===== src/rtl/tile_draw_scheduler.sv =====
// rtl/tile_draw_scheduler.sv - board redraw sequencer for the digit-glyph datapath
//
// Walks the 16 slots of the 4x4 board on each redraw request. For every slot it
// reads the tile value from the board store. Empty slots (value 0) are skipped.
// Each non-empty slot gets a one-cycle glyph restart and then one full glyph
// sweep with drawing enabled.
//
// Ports:
//   clk, resetn    clock, asynchronous active-low reset
//   start          redraw request, only looked at while idle
//   tile_value     board-store read data, valid one cycle after tile_addr
//   tile_addr      board-store read address (current slot)
//   glyph_sel      digit for the glyph datapath, latched from tile_value
//   glyph_enable   glyph datapath step enable
//   glyph_resetn   glyph datapath synchronous restart, active low
//   x_origin       pixel x of the current slot's top-left corner
//   y_origin       pixel y of the current slot's top-left corner
//   plot           VGA write enable
//   busy           high whenever a sweep is in progress
//   done           one-cycle pulse at the end of a sweep

module tile_draw_scheduler #(
  parameter logic [7:0] BOARD_X      = 8'd20,
  parameter logic [6:0] BOARD_Y      = 7'd0,
  parameter int         TILE_PITCH   = 30,
  parameter int         GLYPH_CYCLES = 101
) (
  input  logic       clk,
  input  logic       resetn,
  input  logic       start,
  input  logic [3:0] tile_value,
  output logic [3:0] tile_addr,
  output logic [3:0] glyph_sel,
  output logic       glyph_enable,
  output logic       glyph_resetn,
  output logic [7:0] x_origin,
  output logic [6:0] y_origin,
  output logic       plot,
  output logic       busy,
  output logic       done
);

  localparam int CntW = $clog2(GLYPH_CYCLES + 1);
  localparam logic [CntW-1:0] CntLast = CntW'(GLYPH_CYCLES - 1);

  typedef enum logic [2:0] {
    IDLE,
    FETCH,
    LATCH,
    CLEAR,
    DRAW,
    NEXT,
    DONE
  } state_t;

  state_t          state;
  logic [3:0]      slot;
  logic [CntW-1:0] cnt;

  // The read address is simply the slot. It is held stable from FETCH through
  // LATCH, so the synchronous board store has a full cycle to return data.
  assign tile_addr = slot;

  // Slot origin: col = slot[1:0], row = slot[3:2]. The sums are truncated to
  // the width of each port.
  assign x_origin = BOARD_X + 8'(32'(slot[1:0]) * TILE_PITCH);
  assign y_origin = BOARD_Y + 7'(32'(slot[3:2]) * TILE_PITCH);

  // The datapath controls are registered. Each one is set on the edge that
  // enters the state that owns it. That makes it line up exactly with that
  // state, and reset forces it back immediately.
  always_ff @(posedge clk or negedge resetn) begin
    if (!resetn) begin
      state        <= IDLE;
      slot         <= 4'd0;
      cnt          <= '0;
      glyph_sel    <= 4'd0;
      glyph_enable <= 1'b0;
      glyph_resetn <= 1'b1;
      plot         <= 1'b0;
      busy         <= 1'b0;
      done         <= 1'b0;
    end else begin
      case (state)
        IDLE: begin
          if (start) begin
            state <= FETCH;
            slot  <= 4'd0;
            busy  <= 1'b1;
          end
        end

        FETCH: begin
          state <= LATCH;
        end

        LATCH: begin
          glyph_sel <= tile_value;
          if (tile_value == 4'd0) begin
            state <= NEXT;
          end else begin
            state        <= CLEAR;
            glyph_resetn <= 1'b0;
          end
        end

        CLEAR: begin
          state        <= DRAW;
          cnt          <= '0;
          glyph_resetn <= 1'b1;
          glyph_enable <= 1'b1;
          plot         <= 1'b1;
        end

        DRAW: begin
          cnt <= cnt + CntW'(1);
          if (cnt == CntLast) begin
            state        <= NEXT;
            glyph_enable <= 1'b0;
            plot         <= 1'b0;
          end
        end

        NEXT: begin
          if (slot == 4'd15) begin
            state <= DONE;
            done  <= 1'b1;
          end else begin
            state <= FETCH;
            slot  <= slot + 4'd1;
          end
        end

        DONE: begin
          // A start that arrives here is dropped on purpose; it is not queued.
          state <= IDLE;
          done  <= 1'b0;
          busy  <= 1'b0;
        end

        default: begin
          state        <= IDLE;
          glyph_enable <= 1'b0;
          glyph_resetn <= 1'b1;
          plot         <= 1'b0;
          busy         <= 1'b0;
          done         <= 1'b0;
        end
      endcase
    end
  end

endmodule

===== config.mk =====
export PLATFORM = sky130hd
export DESIGN_NAME = tile_draw_scheduler
export DESIGN_NICKNAME = d
export VERILOG_FILES = /design/src/rtl/tile_draw_scheduler.sv
export SDC_FILE = /design/constraint.sdc
export NUM_CORES = 1
export LEC_CHECK = 0
export CAP_MARGIN = 10
export CELL_PAD_IN_SITES_DETAIL_PLACEMENT = 1
export CELL_PAD_IN_SITES_GLOBAL_PLACEMENT = 1
export CORE_AREA = 2 2 60 105
export DETAILED_ROUTE_END_ITERATION = 10
export DIE_AREA = 0 0 62 107
export MAX_ROUTING_LAYER = met4
export PLACE_DENSITY = 0.69
export REMOVE_ABC_BUFFERS = 1
export SYNTH_ARGS = -nofsm -noshare
export SYNTH_HDL_FRONTEND = slang
export SYNTH_SLANG_ARGS = --single-unit

===== constraint.sdc =====
create_clock -name clk -period 1.4 [get_ports clk]
set_input_delay 0.14 -clock clk [delete_from_list [all_inputs] [get_ports clk]]
set_output_delay 0.14 -clock clk [all_outputs]
set_load 0.05 [all_outputs]

==> Word level (Yosys, flattened, before mapping) <==
Cells that the tools add are included.
{ "classes": {"add_sub_neg": 3, "multipliers": 2, "div_mod_pow": 0, "n_lt_le_gt_ge": 0, "n_eq_ne": 13, "n_shift": 0, "mux": 17, "n_bitwise": 4, "reduce_logical": 14} }
{ "ops": {"columns": ["cell", "n"], "rows": [
  ["OR reduction 5 bit", 4],
  ["case mux 3 bit (6 select lines)", 1],
  ["case mux 7 bit (2 select lines)", 1],
  ["multiplier 2 x 4 -> 6 bit (second input constant)", 2],
  ["two-way mux 3 bit", 4],
  ["inequality test 2 bit (second input constant)", 5],
  ["AND reduction 2 bit", 5],
  ["== test 3 bit (second input constant)", 3],
  ["adder 5 x 7 -> 8 bit (first input constant)", 1],
  ["two-way mux 4 bit", 2],
  ["case mux 4 bit (2 select lines)", 1],
  ["adder 7 x 1 -> 7 bit (second input constant)", 1],
  ["== test 7 bit (second input constant)", 1],
  ["== test 3 x 2 -> 1 bit (second input constant)", 2],
  ["case mux 1 bit (2 select lines)", 3],
  ["adder 4 x 1 -> 4 bit (second input constant)", 1],
  ["== test 4 bit (second input constant)", 1],
  ["zero test 4 bit", 1],
  ["two-way mux 1 bit", 4],
  ["inverter 1 bit", 4],
  ["nonzero test 2 bit", 2],
  ["== test 3 x 1 -> 1 bit (second input constant)", 1],
  ["zero test 3 bit", 1],
  ["case mux 1 bit (3 select lines)", 1],
  ["AND reduction 3 bit", 1]
]} }
{ "totals": {"reg_bits": 22, "latchBits": 0, "mem_bits_rw": 0, "romBits": 0, "in_bits": 7, "output_inout_bits": 28, "wordCells": 61, "mem_count": 0} }

==> Logic depth before layout (Yosys ltp) <==
Gate-level depths: netlist (run 1).
{ "logic_depth": {"depth_word": 4, "mapped_depth": 6, "mapped_depth_nobuf": 6} }

==> Worst setup path after synthesis (run 1) <==
OpenSTA, ideal clock, no wires.
{ "synth_timing": {"path_kind": "reg-to-output", "from": "reg slot[0], in the netlist tile_addr[0]", "to": "out x_origin[7]", "arrival_ps": 2091, "required_ps": 1260, "setup_slack_ps": -831, "path_stages_with_launch": 6, "path_buffers": 0, "cell_sequence": "dfrtp_1 > inv_1 > ha_1 > inv_1 > o21ai_0 > and3_1"} }
{ "synth_between": {"elab_chain_cells": 2} }
{ "synth_rtl": {"columns": ["item", "line", "rtl"], "rows": [
  ["start: declaration", "57", "logic [3:0] slot;"],
  ["start signal: assignment", "130", "slot <= slot + 4'd1;"],
  ["multiplier 2 x 4 -> 6 bit", "66", "assign x_origin = BOARD_X + 8'(32'(slot[1:0]) * TILE_PITCH);"],
  ["adder 5 x 7 -> 8 bit", "66", null],
  ["end: declaration", "36", "output logic [7:0] x_origin,"]
]} }
No other way between the ends.

==> Final worst setup path (run 1) <==
{ "layout_timing": {"from": "reg slot[1], in the netlist tile_addr[1]", "to": "out x_origin[7]"} }
The elaborated chain is that of the path after synthesis.

==> results of run 1 <==
[flip-flops by register name, summed over array words and instances (netlist names)]
name / flops
busy: 1
done: 1
tile_addr: 4
plot: 1
glyph_resetn: 1
cnt: 7
glyph_sel: 4
state: 3
[where the power goes]
| group | internal, mW | total (mW) | leakage, nW | switching (mW) |
|---|---|---|---|---|
| logic | 2.99 | 6.05 | 0.912 | 3.06 |
| registers | 0.883 | 1.16 | 0.277 | 0.279 |
| clock network | 0.382 | 0.606 | 0.0357 | 0.224 |
| total | 4.25 | 7.82 | 1.22 | 3.57 |
[metrics by stage]
step | utilization (%) | instances
after floorplan | - | 129
after global placement | 37.8 | 273
after detailed placement | 37.8 | 273
after CTS | 44.3 | 288
after global routing | 48.3 | 298
final | 48.3 | 298
[worst min path at each step]
stage | to | slack (ns) | cells past startpoint
3_3_place_gp | cnt[6] | 0.50 | 1
4_1_cts | tile_addr[2] | 0.24 | 2
3_5_place_dp | cnt[6] | 0.51 | 1
6_report | busy | 0.23 | 2
5_1_grt | busy | 0.27 | 2
2_1_floorplan | busy | -0.16 | 0
[timing repair]
item	4_1_cts	5_1_grt
setup endpoints to repair	26	35
pin swaps	12	19
setup buffers	13	12
gates resized for setup	58	47
[area by class of cell]
class / instances / area (um^2) / share of cell area [%]
Clock buffer: 3 / 41.3 / 1.48
Clock inverter: 1 / 30.0 / 1.07
Inverter: 9 / 41.3 / 1.48
Multi-Input combinational cell: 98 / 976 / 34.9
Sequential cell: 22 / 556 / 19.9
Tap cell: 78 / 97.6 / 3.49
Timing Repair Buffer: 87 / 1050 / 37.7
[cells in the final DEF (no fill, tap or decap), types with 4 or more instances in the layout]
cell	synthesis	layout
clkdlybuf4s50_1	0	6
buf_6	1	21
nand4_1	4	4
buf_12	0	24
ha_4	0	7
o21ai_0	14	6
o21ai_1	0	5
dfrtp_1	21	18
nand3_1	4	4
buf_4	7	35
mux2_4	0	5
[cells by family (layout without fill, tap and decap cells)]
| logic type | Yosys count | in the layout | share of synthesized area (%) |
|---|---|---|---|
| AO/OA/AOI/OAI | 34 | 34 | 15.6 |
| XOR/XNOR | 1 | 1 | 0.648 |
| adder cells (fa/ha/maj) | 12 | 12 | 11.1 |
| buffers and inverters | 21 | 100 | 8.42 |
| flip-flops | 22 | 22 | 40.8 |
| multiplexers | 5 | 5 | 4.16 |
| other | 1 | 2 | 0.277 |
| AND/OR/NAND/NOR | 44 | 44 | 19.0 |
[layer usage]
layer	GRT usage, %	vias up
met5	-	-
met4	5.02	0
met3	1.93	21
met2	32.1	56
met1	15.1	738
li1	-	655
==> flow_metrics.tcl, run 1 <==
set metrics [dict create \
    wl_met3_um 210 \
    dieHeight_um 107 \
    finalSetupViolations 25 \
    worstSkewPairLatency_ns 0.27 \
    route.detailed.drc 0 \
    rsz0062_at_grt "true" \
    io_pins 35 \
    overflow 0 \
    grt_pass1_vias 1569 \
    clk_path_buf_depth 2 \
    outcome "finished with violations" \
    pre_cts_slack_ns -0.356 \
    p_total_mw 7.82 \
    cpLargestDelayFamily "flip-flops" \
    hold_path_class "input pin to asynchronous set/reset pin" \
    wl_per_cell_um 20.5 \
    fmax_mhz 564 \
    yosysTopAreaCell "dfrtp_1" \
    antenna_found_initial 0 \
    rows 37 \
    first_pass_iters 4 \
    grt_pass1_wl_um 7860 \
    synth_most_common_cell "dfrtp_1" \
    maxSlewViolCount 0 \
    cp_slowest_cell "dfrtp_1" \
    ys_seq_area_share_pct 40.8 \
    synth_edf_count 0 \
    clock_sinks 22 \
    vias 1470 \
    path_max_fanout 3 \
    highest_layer "met4" \
    arrival_ns 1.63 \
    crit_type "flop to output port" \
    hold_viol 0 \
    core_region_area_mm2 0.00579 \
    cts_tree "yes" \
    io_buffers 32 \
    min_period_ns 1.77 \
    yosys-top-cells-area "dfrtp_1, ha_1, o21ai_0" \
    worst_setup_path_end_kind "output port" \
    clkTransAtPathRegs_ns 0.08 \
    avgSynthCellArea_um2 9.66 \
    cp.required_ns 1.26 \
    ir_drop_mv 1.08 \
    synth_cells 140 \
    synth_cell_types 38 \
    holdWs_ns 0.228 \
    grt_max_degree 23 \
    r2r-end "tile_addr[3]" \
    finalSetupTns_ns -2.94 \
    wl_met1_um 1900 \
    synth_area_mm2 0.00135 \
    wirelength_um 6120 \
    critPathBufInv 3 \
    synthFlopType "dfrtp_1" \
    placed_area_mm2 0.00218 \
    final_cell_area_mm2 0.00280 \
    n_antenna_cell 0 \
    ys_async_sr_fraction_pct 100 \
    synth-seq-cells 22 \
    drive_above_1_share_pct 64.5 \
    areaGrowthSynthToFinish_pct 107 \
    setup_ws_ns -0.375 \
    post_drt_via_cell_ratio 4.93 \
    synth_top_area_share_pct 38.9 \
    startpoint_type "flop" \
    skew_ns 0.00576 \
    max_stage_delay_ns 0.39 \
    die_w_um 62 \
    r2r_start "tile_addr[1]" \
    cts_hold_buffers 0 \
    r2r_slack_ns -0.28 \
    cts_made_buffers 3 \
    route.met2.wl_um 3730 \
    worstPathCellList "inv_2 > buf_4 > ha_2 > o21ai_2 > and3_4 > buf_12" \
    crit_end "x_origin[7]" \
    n_fill_cell 593 \
    violations "negative setup slack" \
    drt_iter0_markers 30 \
    cp.depth 6 \
    rr_worst_depth 7 \
    synthTopCellsByCount "dfrtp_1, o21ai_0, ha_1" \
    start_util_pct 23.4 \
    drtAntennaViolNets 0 \
    crit_path_start "tile_addr[1]" \
    h-tree-depth 1 \
    p_per_area_mw_per_mm2 2800 \
    post-route-period-util_pct 127 \
    fin_nets 240 \
    dieArea_mm2 0.00663 \
    yosys_warnings 0 \
    grt_usage_pct 16.4 \
    hpwlAfterDp_um 3160 \
    max-cap-violations 0 \
    power_leakage_nw 1.22 \
    gp_congestion 0.792 \
    root_buffer "clkbuf_8" \
]
No activity file was read; power rests on OpenSTA's default activity.
==> run 2: changes to the inputs <==
Settings changed: CTS_CLUSTER_SIZE from default to 24.
==> results of run 2 <==
Same layout as run 1: the final DEF is identical, and so are final timing and power.
==> run 3: changes to the inputs <==
Settings changed: RECOVER_POWER from default to 50.
==> run 3 against run 2 <==
  * Critical endpoint unchanged
  * Register-to-register slack about the same
  * Hold slack improved by 0.18 ns
  * Cell count unchanged
  * Die area unchanged
  * Critical path type unchanged
  * Global-route usage stayed put
  * Flip-flop and latch count stayed put
  * Clock power hardly changed
  * Sequential power hardly changed
  * Via count did not move
  * The flow still finishes with violations (negative setup slack)
  * Count of clock-buffer cells in the layout stayed put
  * Setup slack is the same
==> flow_metrics.tcl, run 3 (synthesized netlist as in run 1, its figures left out) <==
set metrics [dict create \
    outcome "finished with violations" \
    violations "negative setup slack" \
    core_region_area_mm2 0.00579 \
    cts_made_buffers 3 \
    min_period_ns 1.77 \
    hpwlAfterDp_um 3160 \
    worstSkewPairLatency_ns 0.27 \
    skew_ns 0.00576 \
    clkTransAtPathRegs_ns 0.08 \
    hold_viol 0 \
    rsz0062_at_grt "true" \
    max_stage_delay_ns 0.39 \
    critPathBufInv 3 \
    grt_max_degree 23 \
    largest_register_ffs 7 \
    wirelength_um 6120 \
    io_pins 35 \
    dieArea_mm2 0.00663 \
    clk_path_buf_depth 2 \
    worst_setup_path_end_kind "output port" \
    cp.required_ns 1.26 \
    cp_slowest_cell "dfrtp_1" \
    vias 1470 \
    crit_type "flop to output port" \
    tightest_slew_ns 0.609 \
    finalNonFillerCells 298 \
    first_pass_iters 4 \
    register_area_um2 556 \
    layout_common_cells "buf_4, buf_12, buf_6" \
    holdWs_ns 0.405 \
    r2r_slack_ns -0.28 \
    hold_path_class "input pin to asynchronous set/reset pin" \
    n_antenna_cell 0 \
    arrival_ns 1.63 \
    power_leakage_nw 1.22 \
    p_per_area_mw_per_mm2 2800 \
    setup_ws_ns -0.375 \
    clock_sinks 22 \
    rows 37 \
    cpLargestDelayFamily "flip-flops" \
    io_buffers 32 \
    post-route-period-util_pct 127 \
    multi_input_area_um2 976 \
    startpoint_type "flop" \
    h-tree-depth 1 \
    die_w_um 62 \
    grt_pass1_vias 1569 \
    areaGrowthSynthToFinish_pct 107 \
    final_common_cell "buf_4" \
    fin_nets 240 \
    wl_per_cell_um 20.5 \
    post_drt_via_cell_ratio 4.93 \
    route.detailed.drc 0 \
    grt_usage_pct 16.4 \
    relSlewSlack_pct 59.4 \
    pre_cts_slack_ns -0.356 \
    ir_drop_mv 1.08 \
    worstPathCellList "inv_2 > buf_4 > ha_2 > o21ai_2 > and3_4 > buf_12" \
    path_max_fanout 3 \
    p_total_mw 7.82 \
    dieHeight_um 107 \
    n_fill_cell 592 \
    gp_congestion 0.792 \
    top_register "cnt" \
    antenna_found_initial 0 \
    fmax_mhz 564 \
    start_util_pct 23.4 \
    drt_iter0_markers 29 \
    dp.cells 273 \
    overflow 0 \
    fin_util_pct 48.3 \
    root_buffer "clkbuf_8" \
    cts_hold_buffers 0 \
    max-cap-violations 0 \
    finalSetupViolations 25 \
    drtAntennaViolNets 0 \
    maxSlewViolCount 0 \
    cts_tree "yes" \
    grt_pass1_wl_um 7860 \
    drive_above_1_share_pct 64.5 \
]
## run 3: changes by cell type in the layout (fill, tap and decap cells not counted)
cell             before  now
clkdlybuf4s50_1       6    5
dlygate4sd3_1         0    1
buf_4                35   34
clkbuf_2              0    1
## run 3: worst paths after layout
check,startpoint,end,depth (start not counted)
min in group clk,cnt[5],cnt[5],1
max,tile_addr[1],x_origin[7],6
max in group asynchronous,resetn,state[2],2
min reg2reg,cnt[5],cnt[5],1
min,resetn,busy,2
max reg2reg,tile_addr[1],tile_addr[3],7
## run 3: timing repair
item | CTS | global route
resized for setup | 58 | 47
buffers inserted | 13 | 12
pin swaps | 12 | 19
setup endpoints to repair | 26 | 35
## run 3: area by class of cell
type | count | share of cell area [%]
clock buffer | 3 | 1.48
multi-input combinational | 98 | 34.9
tap | 78 | 3.49
inverter | 9 | 1.48
sequential | 22 | 19.9
timing repair buffer | 87 | 37.7
clock inverter | 1 | 1.07
## run 3: per-stage QoR
stage          cell area, um^2  setup TNS [ns]
2_1_floorplan             1280          -14.58
3_3_place_gp              2180           -1.44
3_5_place_dp              2180           -1.88
4_1_cts                   2560           -1.60
5_1_grt                   2790           -4.03
6_report                  2790           -2.94
## run 3: where the power goes
group / internal (mW) / switching (mW)
Combinational: 2.99 / 3.06
Clock: 0.382 / 0.224
Sequential: 0.883 / 0.279
Total: 4.25 / 3.57
## run 3: metal layers
layer	GRT usage (%)	wire length, um
met3	1.93	209
met2	32.1	3730
met5	-	0
met4	5.02	277
met1	15.1	1900
## run 3: worst reg2reg max path: cells and delay by family, from the launching register on
family,cells,cell delay (ns)
AO/OA/AOI/OAI,2,0.30
adder cells (fa/ha/maj),1,0.17
buffers and inverters,2,0.26
flip-flops,1,0.41
AND/OR/NAND/NOR,2,0.47
